--- src/rtl/mem_access_controller.sv ---
// MEM-stage load/store controller: one req/ack data-memory transaction per
// instruction, with byte-lane steering, load extension, stall and error pulses.
module mem_access_controller #(
   parameter int TIMEOUT_CYCLES = 16,
   parameter int CNT_W          = 5
) (
   input  logic        clk,
   input  logic        rst,
   input  logic        mem_read,
   input  logic        mem_write,
   input  logic [2:0]  mem_load_type,
   input  logic [1:0]  mem_store_type,
   input  logic [31:0] addr,
   input  logic [31:0] store_data,
   output logic        dmem_req,
   output logic        dmem_we,
   output logic [31:0] dmem_addr,
   output logic [3:0]  dmem_wstrb,
   output logic [31:0] dmem_wdata,
   input  logic        dmem_ack,
   input  logic [31:0] dmem_rdata,
   output logic        stall,
   output logic        load_valid,
   output logic [31:0] load_data,
   output logic        misaligned,
   output logic        bus_err
);

   typedef enum logic [1:0] {IDLE, BUSY, DONE} state_t;

   localparam logic [2:0] LB = 3'd0, LH = 3'd1, LW = 3'd2, LBU = 3'd3, LHU = 3'd4;
   localparam logic [1:0] SB = 2'd0, SH = 2'd1, SW = 2'd2;

   state_t           state;
   logic [CNT_W-1:0] cnt;
   logic [31:0]      addr_q, wdata_q;
   logic [3:0]       wstrb_q;
   logic             we_q;
   logic [2:0]       ltype_q;
   logic [1:0]       off_q;

   logic        op, illegal, mis;
   logic [3:0]  wstrb_c;
   logic [31:0] wdata_c;

   assign op = mem_read | mem_write;

   assign illegal = (mem_read & mem_write)
                  | (mem_read  & (mem_load_type > LHU))
                  | (mem_write & (mem_store_type == 2'd3));

   assign mis = (mem_read  & (((mem_load_type == LH) | (mem_load_type == LHU)) & addr[0]))
              | (mem_read  & ((mem_load_type == LW) & (addr[1:0] != 2'b00)))
              | (mem_write & ((mem_store_type == SH) & addr[0]))
              | (mem_write & ((mem_store_type == SW) & (addr[1:0] != 2'b00)));

   always_comb begin
      wstrb_c = 4'b0000;
      wdata_c = 32'h0;
      if (mem_write) begin
         case (mem_store_type)
            SB: begin wstrb_c = 4'b0001 << addr[1:0]; wdata_c = {4{store_data[7:0]}};  end
            SH: begin wstrb_c = 4'b0011 << addr[1:0]; wdata_c = {2{store_data[15:0]}}; end
            SW: begin wstrb_c = 4'b1111;              wdata_c = store_data;            end
            default: ;
         endcase
      end
   end

   function automatic logic [31:0] extract(input logic [31:0] rd, input logic [2:0] lt,
                                           input logic [1:0] off);
      logic [31:0] s;
      s = rd >> {off, 3'b000};
      case (lt)
         LB:      extract = {{24{s[7]}}, s[7:0]};
         LH:      extract = {{16{s[15]}}, s[15:0]};
         LBU:     extract = {24'h0, s[7:0]};
         LHU:     extract = {16'h0, s[15:0]};
         default: extract = s;
      endcase
   endfunction

   always_ff @(posedge clk) begin
      if (rst) begin
         state      <= IDLE;
         cnt        <= '0;
         addr_q     <= 32'h0;
         wdata_q    <= 32'h0;
         wstrb_q    <= 4'b0000;
         we_q       <= 1'b0;
         ltype_q    <= 3'd0;
         off_q      <= 2'd0;
         load_valid <= 1'b0;
         load_data  <= 32'h0;
         misaligned <= 1'b0;
         bus_err    <= 1'b0;
      end else begin
         load_valid <= 1'b0;
         misaligned <= 1'b0;
         bus_err    <= 1'b0;
         case (state)
            IDLE: if (op) begin
               if (mis) begin
                  misaligned <= 1'b1;
                  state      <= DONE;
               end else if (illegal) begin
                  bus_err <= 1'b1;
                  state   <= DONE;
               end else begin
                  addr_q  <= {addr[31:2], 2'b00};
                  off_q   <= addr[1:0];
                  wdata_q <= wdata_c;
                  wstrb_q <= wstrb_c;
                  we_q    <= mem_write;
                  ltype_q <= mem_load_type;
                  cnt     <= '0;
                  state   <= BUSY;
               end
            end
            // An ack on the final timeout cycle still wins over the timeout.
            BUSY: begin
               cnt <= cnt + CNT_W'(1);
               if (dmem_ack) begin
                  if (!we_q) begin
                     load_valid <= 1'b1;
                     load_data  <= extract(dmem_rdata, ltype_q, off_q);
                  end
                  state <= DONE;
               end else if (cnt == CNT_W'(TIMEOUT_CYCLES - 1)) begin
                  bus_err <= 1'b1;
                  state   <= DONE;
               end
            end
            default: state <= IDLE;
         endcase
      end
   end

   assign dmem_req   = (state == BUSY);
   assign dmem_we    = dmem_req & we_q;
   assign dmem_addr  = dmem_req ? addr_q  : 32'h0;
   assign dmem_wstrb = dmem_req ? wstrb_q : 4'b0000;
   assign dmem_wdata = dmem_req ? wdata_q : 32'h0;
   assign stall      = dmem_req | ((state == IDLE) & op);

endmodule

--- config.mk ---
export PLATFORM = sky130hd
export DESIGN_NAME = mem_access_controller
export DESIGN_NICKNAME = d
export VERILOG_FILES = /design/src/rtl/mem_access_controller.sv
export SDC_FILE = /design/constraint.sdc
export NUM_CORES = 1
export LEC_CHECK = 0
export ABC_AREA = 1
export BUFFER_PORTS_ARGS = -buffer_cell sky130_fd_sc_hd__buf_2
export CAP_MARGIN = 20
export CORE_ASPECT_RATIO = 1.5
export CORE_MARGIN = 2
export CORE_UTILIZATION = 54
export DETAILED_ROUTE_END_ITERATION = 8
export GPL_TIMING_DRIVEN = 0
export HOLD_SLACK_MARGIN = 0.1
export PLACE_DENSITY = 0.95
export SKIP_LAST_GASP = 1
export SLEW_MARGIN = 20
export SYNTH_ARGS = -nofsm -noshare
export SYNTH_HDL_FRONTEND = slang
export SYNTH_SLANG_ARGS = --single-unit
--- constraint.sdc ---
create_clock -name clk -period 4.22 [get_ports clk]
set_clock_uncertainty 0.2 [all_clocks]
set_input_delay 0 -clock clk [delete_from_list [all_inputs] [get_ports clk]]
set_output_delay 0 -clock clk [all_outputs]
set_load 0.02 [all_outputs]
-- Word level (Yosys, flattened, before mapping)
Index checks and enable logic that the tools add are counted.
- bits of input ports: 106
- word-level logic and storage cells: 97
- output and inout port bits: 106
- flip-flop bits (word level): 114
- equal/unequal tests: 15
- order comparisons: 1
- reduce and logical (&&, ||, !) cells: 11
- $add $sub $neg: 1
- shifts and indexed selects: 3
- muxes and demuxes: 26
- bitwise operators: 28
- operators with widths (kind ; count):
    32-bit one-hot mux with 4 select lines ; 1
    32-bit 2-to-1 mux ; 3
    32-bit one-hot mux with 3 select lines ; 1
    32-bit by 5-bit right shift with 32-bit output ; 1
    5-bit 2-to-1 mux ; 3
    1-bit bitwise AND ; 13
    4-bit one-hot mux with 3 select lines ; 1
    2-bit 2-to-1 mux ; 5
    5-bit one-hot mux with 2 select lines ; 1
    4-bit 2-to-1 mux ; 2
    1-bit OR ; 8
    4-bit AND reduction ; 2
    1-bit 2-to-1 mux ; 7
    1-bit inverter ; 7
    3-bit by 1-bit equality test with 1-bit output (second input constant) ; 2
    3-bit by 2-bit equality test with 1-bit output (second input constant) ; 2
    3-bit equality test (second input constant) ; 2
    2-bit != test (second input constant) ; 3
    3-bit OR reduction ; 2
    5-bit by 1-bit adder with 5-bit output (second input constant) ; 1
    5-bit by 4-bit equality test with 1-bit output (second input constant) ; 1
    2-bit by 1-bit equality test with 1-bit output (second input constant) ; 2
    2-bit equality test (second input constant) ; 2
    2-bit logical NOT ; 2
    other kinds (10) ; 11

-- Depth between registers and ports, before layout
Gate-level depths: netlist (run 1).
- depth after elaboration: 10
- mapped depth: 12
- gate-level depth less buffers: 9

-- Worst setup path before layout (run 1)
OpenSTA, ideal clock, no wires.
- path kind: register to register
- start point: reg state[0]
- end point: reg load_data[24]
- path buffers: 1
- setup slack: 2.433 ns
- library setup time: 0.115 ns
- data required time: 3.905 ns
- stages on the path, launching flop included: 9
- period minus slack after synthesis: 1.787 ns
- data arrival time: 1.471 ns
- cells stage by stage: dfxtp_1 inv_1 nor2_2 nand3_1 inv_2 clkbuf_1 o21ai_0 o21ai_0 inv_1
- word-level cells in the longest chain between the ends: 2
- RTL lines (what ; line ; text):
    start, declared ; 34 ; state_t state;
    start signal, assigned ; 85 ; state <= IDLE;
    start signal, assigned ; 105 ; state <= DONE;
    start signal, assigned ; 108 ; state <= DONE;
    2-bit by 1-bit equality test with 1-bit output ; - ;
    named net dmem_req ; 15 ; output logic dmem_req,
    3-bit AND reduction (no line) ; - ;
    end signal, assigned ; 126 ; load_data <= extract(dmem_rdata, ltype_q, off_q);
    end, declared ; 24 ; output logic [31:0] load_data,
The timed path passes the listed nets, and every way through them passes these cells.
A chain may end at the register's enable or synchronous reset.

-- Final worst setup path (run 1)
- start point: reg off_q[0]
- end point: reg load_data[28]
- word-level cells in the longest chain between the ends: 2
- RTL lines (what ; line ; text):
    start, declared ; 40 ; logic [1:0] off_q;
    start signal, assigned ; 111 ; off_q <= addr[1:0];
    32-bit by 5-bit right shift with 32-bit output ; 73 ; s = rd >> {off, 3'b000};
    32-bit one-hot mux with 4 select lines ; 74 ; case (lt)
Every way passes these cells.

==> impl_metrics.py, run 1 <==
metrics = {
    "setup_path": {
        "worst_ep_arrival_time_ps": 3330,
        "critPathCapture": "load_data[28]",
        "r2r_start": "off_q[0]",
        "crit_type": "reg2reg",
        "r2r_cells": 11,
        "crit_start": "off_q[0]",
        "path_max_fanout": 10,
        "r2r_setup_slack_ps": 1000,
        "timing.rr.end": "load_data[28]",
        "cp-start-kind": "flop",
        "end_kind": "flop",
        "crit_required_ps": 4340,
    },
    "yosys": {
        "synth.area.top_cells": "dfxtp_1 (39%), nor2_1 (8.4%), nand2_1 (7.9%), inv_1 (7.0%), o21ai_0 (7.0%)",
        "ys_async_sr_fraction_pct": 0,
        "ys_dominant_reg_cell": "dfxtp_1",
        "netlist_area_um2": 5778,
        "ys_types": 31,
        "synth_top_area_cell": "dfxtp_1",
        "yosys-top-cells-count": "nor2_1 (130), nand2_1 (121), dfxtp_1 (114)",
        "synth_seq_cells": 114,
        "synth_area_per_cell_um2": 6.695,
        "yosys_warnings": 0,
        "synth_top_area_share_pct": 39.50,
        "synth_cells": 863,
        "synth-edff-count": 0,
        "ys_seq_area_share_pct": 39.50,
        "synthMostInstantiatedCell": "nor2_1",
    },
    "timing": {
        "setup_viol": 0,
        "fmax_ghz": 0.3110,
        "max_slew_margin_pct": 50.49,
        "period_minus_slack_ps": 3215,
        "worst_pin_slew_ps": 740.0,
        "finalWorstSetupSlack_ps": 1005,
        "rsz0062_at_grt": "no",
        "finalSetupTns_ps": 0,
        "min_period_over_period_pct": 76.19,
        "maxSlewViolCount": 0,
        "hold_violations": 0,
    },
    "floorplan": {
        "die_area_um2": 11560,
        "fp.dieH_um": 130.7,
        "floorplan.rows": 46,
        "die_w_um": 88.46,
        "start_util_pct": 55.16,
        "core-area_um2": 10480,
        "ios": 212,
    },
    "pwr": {
        "power_frac_seq_pct": 32.3,
        "peakVddDrop_mv": 0.3865,
        "power.static_leakage_nw": 4.288,
        "switching_share_pct": 30.95,
        "p_sw_mw": 1.148,
        "p_int_mw": 2.562,
        "power.clock.fraction_pct": 43.5,
        "combPwrFrac_pct": 24.2,
        "powerDensity_nw_per_um2": 400.8,
    },
    "global_route": {
        "grt_pass1_vias": 8438,
        "grt_usage_pct": 48.52,
        "grt_start_max_net_pins": 17,
        "grt_pass1_wl_um": 42060,
        "grt-ovfl-total": 0,
        "antenna_found_initial": 1,
    },
    "routing": {
        "wl_per_cell_um": 19.80,
        "drcViolationCount": 52,
        "ant_nets": 0,
        "vias": 8399,
        "vias_per_cell": 5.961,
        "dr.pass1.iters": 9,
        "drt_iter0_drc": 920,
        "drt_wl_total_um": 27890,
    },
    "clocking": {
        "clkLatencyLatePin_ps": 420,
        "cts_tree": "built",
        "cts-buffers-inserted": 17,
        "clock-sinks": 114,
        "clk_transition_reported_paths_ps": 60,
        "cts.path.max_buffers": 2,
        "cts_max_level": 4,
        "cts-root-buf": "clkbuf_16",
        "post_cts_buffers": 0,
    },
    "layout": {
        "area_growth_pct": 60.18,
        "drive_gt1_share_pct": 21.99,
        "fin_area_um2": 9255,
        "final_util_pct": 88.35,
        "final_nets": 1359,
        "instances_no_fill": 1409,
    },
    "placed_design": {
        "io_buffers": 207,
        "dpl.hpwl_um": 14810,
        "place_ws_ps": 2129,
        "place_area_um2": 6998,
        "place_inst": 1215,
        "place.gp.congestion": 1.000,
    },
    "run": {
        "cap_violations": 0,
    },
    "run_status": {
        "outcome": "complete, but fails checks",
        "violations": "design-rule violations",
    },
    "min_path": {
        "hold_path_class": "in2reg",
    },
}
## per-stage QoR
step | power (mW) | hold slack (ps)
after CTS | 3.584 | 203.6
after floorplan | 1.645 | -45.79
after detailed placement | 1.882 | 78.46
after global routing | 3.799 | 224.0
final | 3.710 | 214.1
after global placement | 1.870 | 73.78
## cell usage in the layout, fill, tap and decap left out, types with 2 or more instances in the layout
cell,count
a21oi_1,68
a22o_1,8
buf_1,4
buf_2,225
buf_4,4
buf_6,4
bufinv_16,5
clkbuf_1,33
clkbuf_16,17
clkbuf_8,2
clkinv_2,5
conb_1,2
dfxtp_1,114
dlygate4sd3_1,161
ha_1,2
inv_1,108
inv_2,5
mux2i_1,7
nand2_1,121
nand2_2,4
nand3_1,74
nand4_1,42
nor2_1,130
nor3_1,2
o211ai_1,15
o21ai_0,81
o21ai_1,10
or2_2,2
## repair_timing
item | CTS | global route
hold buffers | 161 | 0
endpoints found under the hold margin | 114 | 0
gates resized for setup | 0 | 0
endpoints found under the setup margin | 0 | 0
## cell type report
type                            instances  area (µm²)
Multi-Input combinational cell        574        2769
Clock inverter                         11       182.7
Tap cell                              144       180.2
Sequential cell                       114        2282
Antenna cell                            1       2.502
Fill cell                             523        1220
Inverter                              115       434.2
Clock buffer                           21       460.4
Buffer                                 61       296.5
Timing Repair Buffer                  368        2648
## metal layers
metal | wire length, µm | GRT usage [%] | share of wire (%) | vias up
met4 | 3038 | 42.42 | 11 | 0
li1 | - | - | - | 3598
met5 | 0 | 0 | 0 | -
met2 | 13400 | 81.78 | 48 | 780
met3 | 2954 | 19.10 | 11 | 306
met1 | 8503 | 44.22 | 30 | 3715
## kinds of logic after synthesis
logic type,synth area share (%)
other,0.06490
muxes,1.213
and+or+nand+nor,28.84
DFF,39.50
AOI/OAI and AO/OA,17.30
adders and majority gates,0.4330
buffers and inverters,12.65
## how the worst min path moves through the flow
stage,from,endpoint,slack (ps),cells past startpoint
4_1_cts,addr[19],addr_q[19],200,4
6_report,addr[10],addr_q[10],210,4
2_1_floorplan,store_data[0],wdata_q[0],-50,2
3_5_place_dp,addr[16],addr_q[16],80,3
3_3_place_gp,addr[30],addr_q[30],70,3
5_1_grt,addr[31],addr_q[31],220,4
## sequential cells by signal, indices dropped and copies added (netlist names)
signal      flops
addr_q         30
bus_err         1
cnt             5
load_data      32
load_valid      1
ltype_q         3
misaligned      1
off_q           2
state           2
wdata_q        32
we_q            1
wstrb_q         4
## power groups by stage
stage                     clock network (mW)  logic, mW  registers (mW)
after CTS                               1.58      0.814            1.19
after global placement                     0      0.661            1.21
after global routing                    1.65      0.948            1.20
final                                   1.61      0.898            1.20
after detailed placement                   0      0.671            1.21
after floorplan                            0      0.412            1.23
## critical path: stages (launching register included)
cell           delay, ps
dfxtp_1              390
inv_1                 80
buf_2                200
nand2_1              100
nand3_1               60
dlygate4sd3_1        570
o21a_1               140
nand2_1              270
nand2_2              190
o21ai_0              250
dlygate4sd3_1        610
inv_1                 40
Power figures use the tool's default switching activity.
==> run 2, diff against run 1 <==
--- a/config.mk
+++ b/config.mk
@@ -10,11 +10,11 @@
 export CAP_MARGIN = 20
 export CORE_ASPECT_RATIO = 1.5
 export CORE_MARGIN = 2
-export CORE_UTILIZATION = 54
+export CORE_UTILIZATION = 50
 export DETAILED_ROUTE_END_ITERATION = 8
 export GPL_TIMING_DRIVEN = 0
 export HOLD_SLACK_MARGIN = 0.1
-export PLACE_DENSITY = 0.95
+export PLACE_DENSITY = 0.91
 export SKIP_LAST_GASP = 1
 export SLEW_MARGIN = 20
 export SYNTH_ARGS = -nofsm -noshare
==> constraint.sdc (replaced) <==
create_clock -name clk -period 3.25 [get_ports clk]
set_clock_uncertainty 0.2 [all_clocks]
set_input_delay 0 -clock clk [delete_from_list [all_inputs] [get_ports clk]]
set_output_delay 0 -clock clk [all_outputs]
set_load 0.02 [all_outputs]
==> run 2 against run 1 <==
The run still ends with design-rule violations left. Sequential cell count unchanged. Sequential share of layout area grew 0.064 points. Final cell count about the same. Register-to-register slack worse by 790 ps. Fmax is 6.0% higher. First-iteration DRC count increased by 0.98%. Critical path type unchanged.
==> impl_metrics.py, run 2 (synthesis results as in run 1) <==
metrics = {
    "run_status": {
        "outcome": "complete, but fails checks",
        "violations": "design-rule violations",
    },
    "timing": {
        "rsz0062_at_grt": "no",
        "finalSetupTns_ps": 0,
        "max_slew_margin_pct": 45.17,
        "period_minus_slack_ps": 3032,
        "fmax_ghz": 0.3298,
        "maxSlewViolCount": 0,
        "hold_violations": 0,
        "min_period_over_period_pct": 93.29,
        "worst_pin_slew_ps": 819.4,
        "setup_viol": 0,
    },
    "layout": {
        "instances_no_fill": 1410,
        "layout_common_cells": "buf_2 (225), dlygate4sd3_1 (157), nor2_1 (130)",
        "layout_commonest_cell": "buf_2",
        "drive_gt1_share_pct": 22.00,
        "final_util_pct": 80.90,
        "area_growth_pct": 59.77,
        "top_regs": "load_data (32), wdata_q (32), addr_q (30)",
        "final_nets": 1355,
    },
    "clocking": {
        "clkLatencyLatePin_ps": 410,
        "cts.path.max_buffers": 2,
        "post_cts_buffers": 0,
        "clk_transition_reported_paths_ps": 50,
        "cts_resized": 0,
        "clock-sinks": 114,
        "cts-buffers-inserted": 17,
        "cts_tree": "built",
        "cts_hold_buf": 157,
        "cts_max_level": 4,
        "cts-root-buf": "clkbuf_16",
    },
    "global_route": {
        "antenna_found_initial": 1,
        "grt_start_max_net_pins": 17,
        "grt_usage_pct": 44.45,
        "grt_pass1_vias": 8557,
        "grt_pass1_wl_um": 43000,
        "grt-ovfl-total": 0,
    },
    "floorplan": {
        "floorplan.rows": 48,
        "die_w_um": 91.77,
        "die_area_um2": 12450,
        "core-area_um2": 11410,
        "start_util_pct": 50.64,
        "ios": 212,
        "fp.dieH_um": 135.7,
    },
    "run": {
        "cap_violations": 0,
    },
    "pwr": {
        "power.static_leakage_nw": 4.263,
        "peakVddDrop_mv": 0.4419,
        "p_total_mw": 4.800,
        "powerDensity_nw_per_um2": 519.9,
    },
    "setup_path": {
        "r2r_setup_slack_ps": 220,
        "cp-start-kind": "flop",
        "end_kind": "flop",
        "r2r_start": "off_q[0]",
        "timing.rr.end": "load_data[27]",
        "crit_required_ps": 3350,
        "path_max_fanout": 10,
        "worst_ep_arrival_time_ps": 3140,
        "r2r_cells": 11,
        "crit_type": "reg2reg",
    },
    "routing": {
        "drt_wl_total_um": 27680,
        "drcViolationCount": 48,
        "wl_per_cell_um": 19.63,
        "drt_iter0_drc": 929,
        "vias_per_cell": 5.952,
        "vias": 8392,
        "dr.pass1.iters": 9,
        "ant_nets": 0,
    },
    "min_path": {
        "whs_path_depth": 4,
        "min_to": "addr_q[13]",
        "hold_start": "addr[13]",
        "hold_path_class": "in2reg",
    },
    "placed_design": {
        "place_inst": 1221,
        "dpl.hpwl_um": 14870,
        "place.gp.congestion": 1.008,
        "io_buffers": 207,
    },
}
[run 2: stage by stage]
stage | area [µm²] | hold slack [ps] | setup slack (ps)
6_report | 9231 | 221.0 | 218.2
5_1_grt | 9231 | 223.1 | 12.54
4_1_cts | 9229 | 202.6 | 357.5
3_5_place_dp | 7005 | 79.53 | 1192
3_3_place_gp | 7005 | 72.81 | 1217
2_1_floorplan | 5782 | -45.79 | 1463
[run 2: worst max-delay path, cell delays in order, from the launching register on]
cell	delay, ps
dfxtp_1	380
inv_1	60
buf_2	190
nand2_1	70
nand3_1	50
dlygate4sd3_1	560
o21a_1	110
nand2_1	250
nand2_2	190
o21ai_0	210
dlygate4sd3_1	590
inv_1	50
[run 2: layer usage]
metal / track usage, % / part of all wire, % / wire length (µm) / vias up
met5: 0 / 0 / 0 / -
met3: 14.58 / 11 / 3014 / 287
met2: 78.35 / 49 / 13570 / 801
met4: 36.90 / 9.3 / 2570 / 0
met1: 41.12 / 31 / 8516 / 3704
li1: - / - / - / 3600
[run 2: worst max path at each step]
stage | start | endpoint | slack (ps) | cells after the start
global placement | state[1] | dmem_addr[12] | 1220 | 6
finish | off_q[0] | load_data[27] | 220 | 11
floorplan | state[0] | load_data[24] | 1460 | 8
detailed placement | state[0] | load_data[30] | 1190 | 8
global route | off_q[0] | load_data[27] | 10 | 11
CTS | off_q[0] | load_data[29] | 360 | 11
[run 2: report_power, final]
group	internal [mW]	switching, mW
sequential	1.50	0.0544
clock	1.42	0.676
combinational	0.430	0.723
[run 2: final cells by class]
type | count | area, µm²
tap | 150 | 187.7
clock buffer | 22 | 474.2
timing repair buffer | 364 | 2608
antenna | 1 | 2.502
clock inverter | 9 | 177.7
fill | 684 | 2180
inverter | 115 | 434.2
sequential | 114 | 2282
buffer | 61 | 296.5
multi-input combinational | 574 | 2769
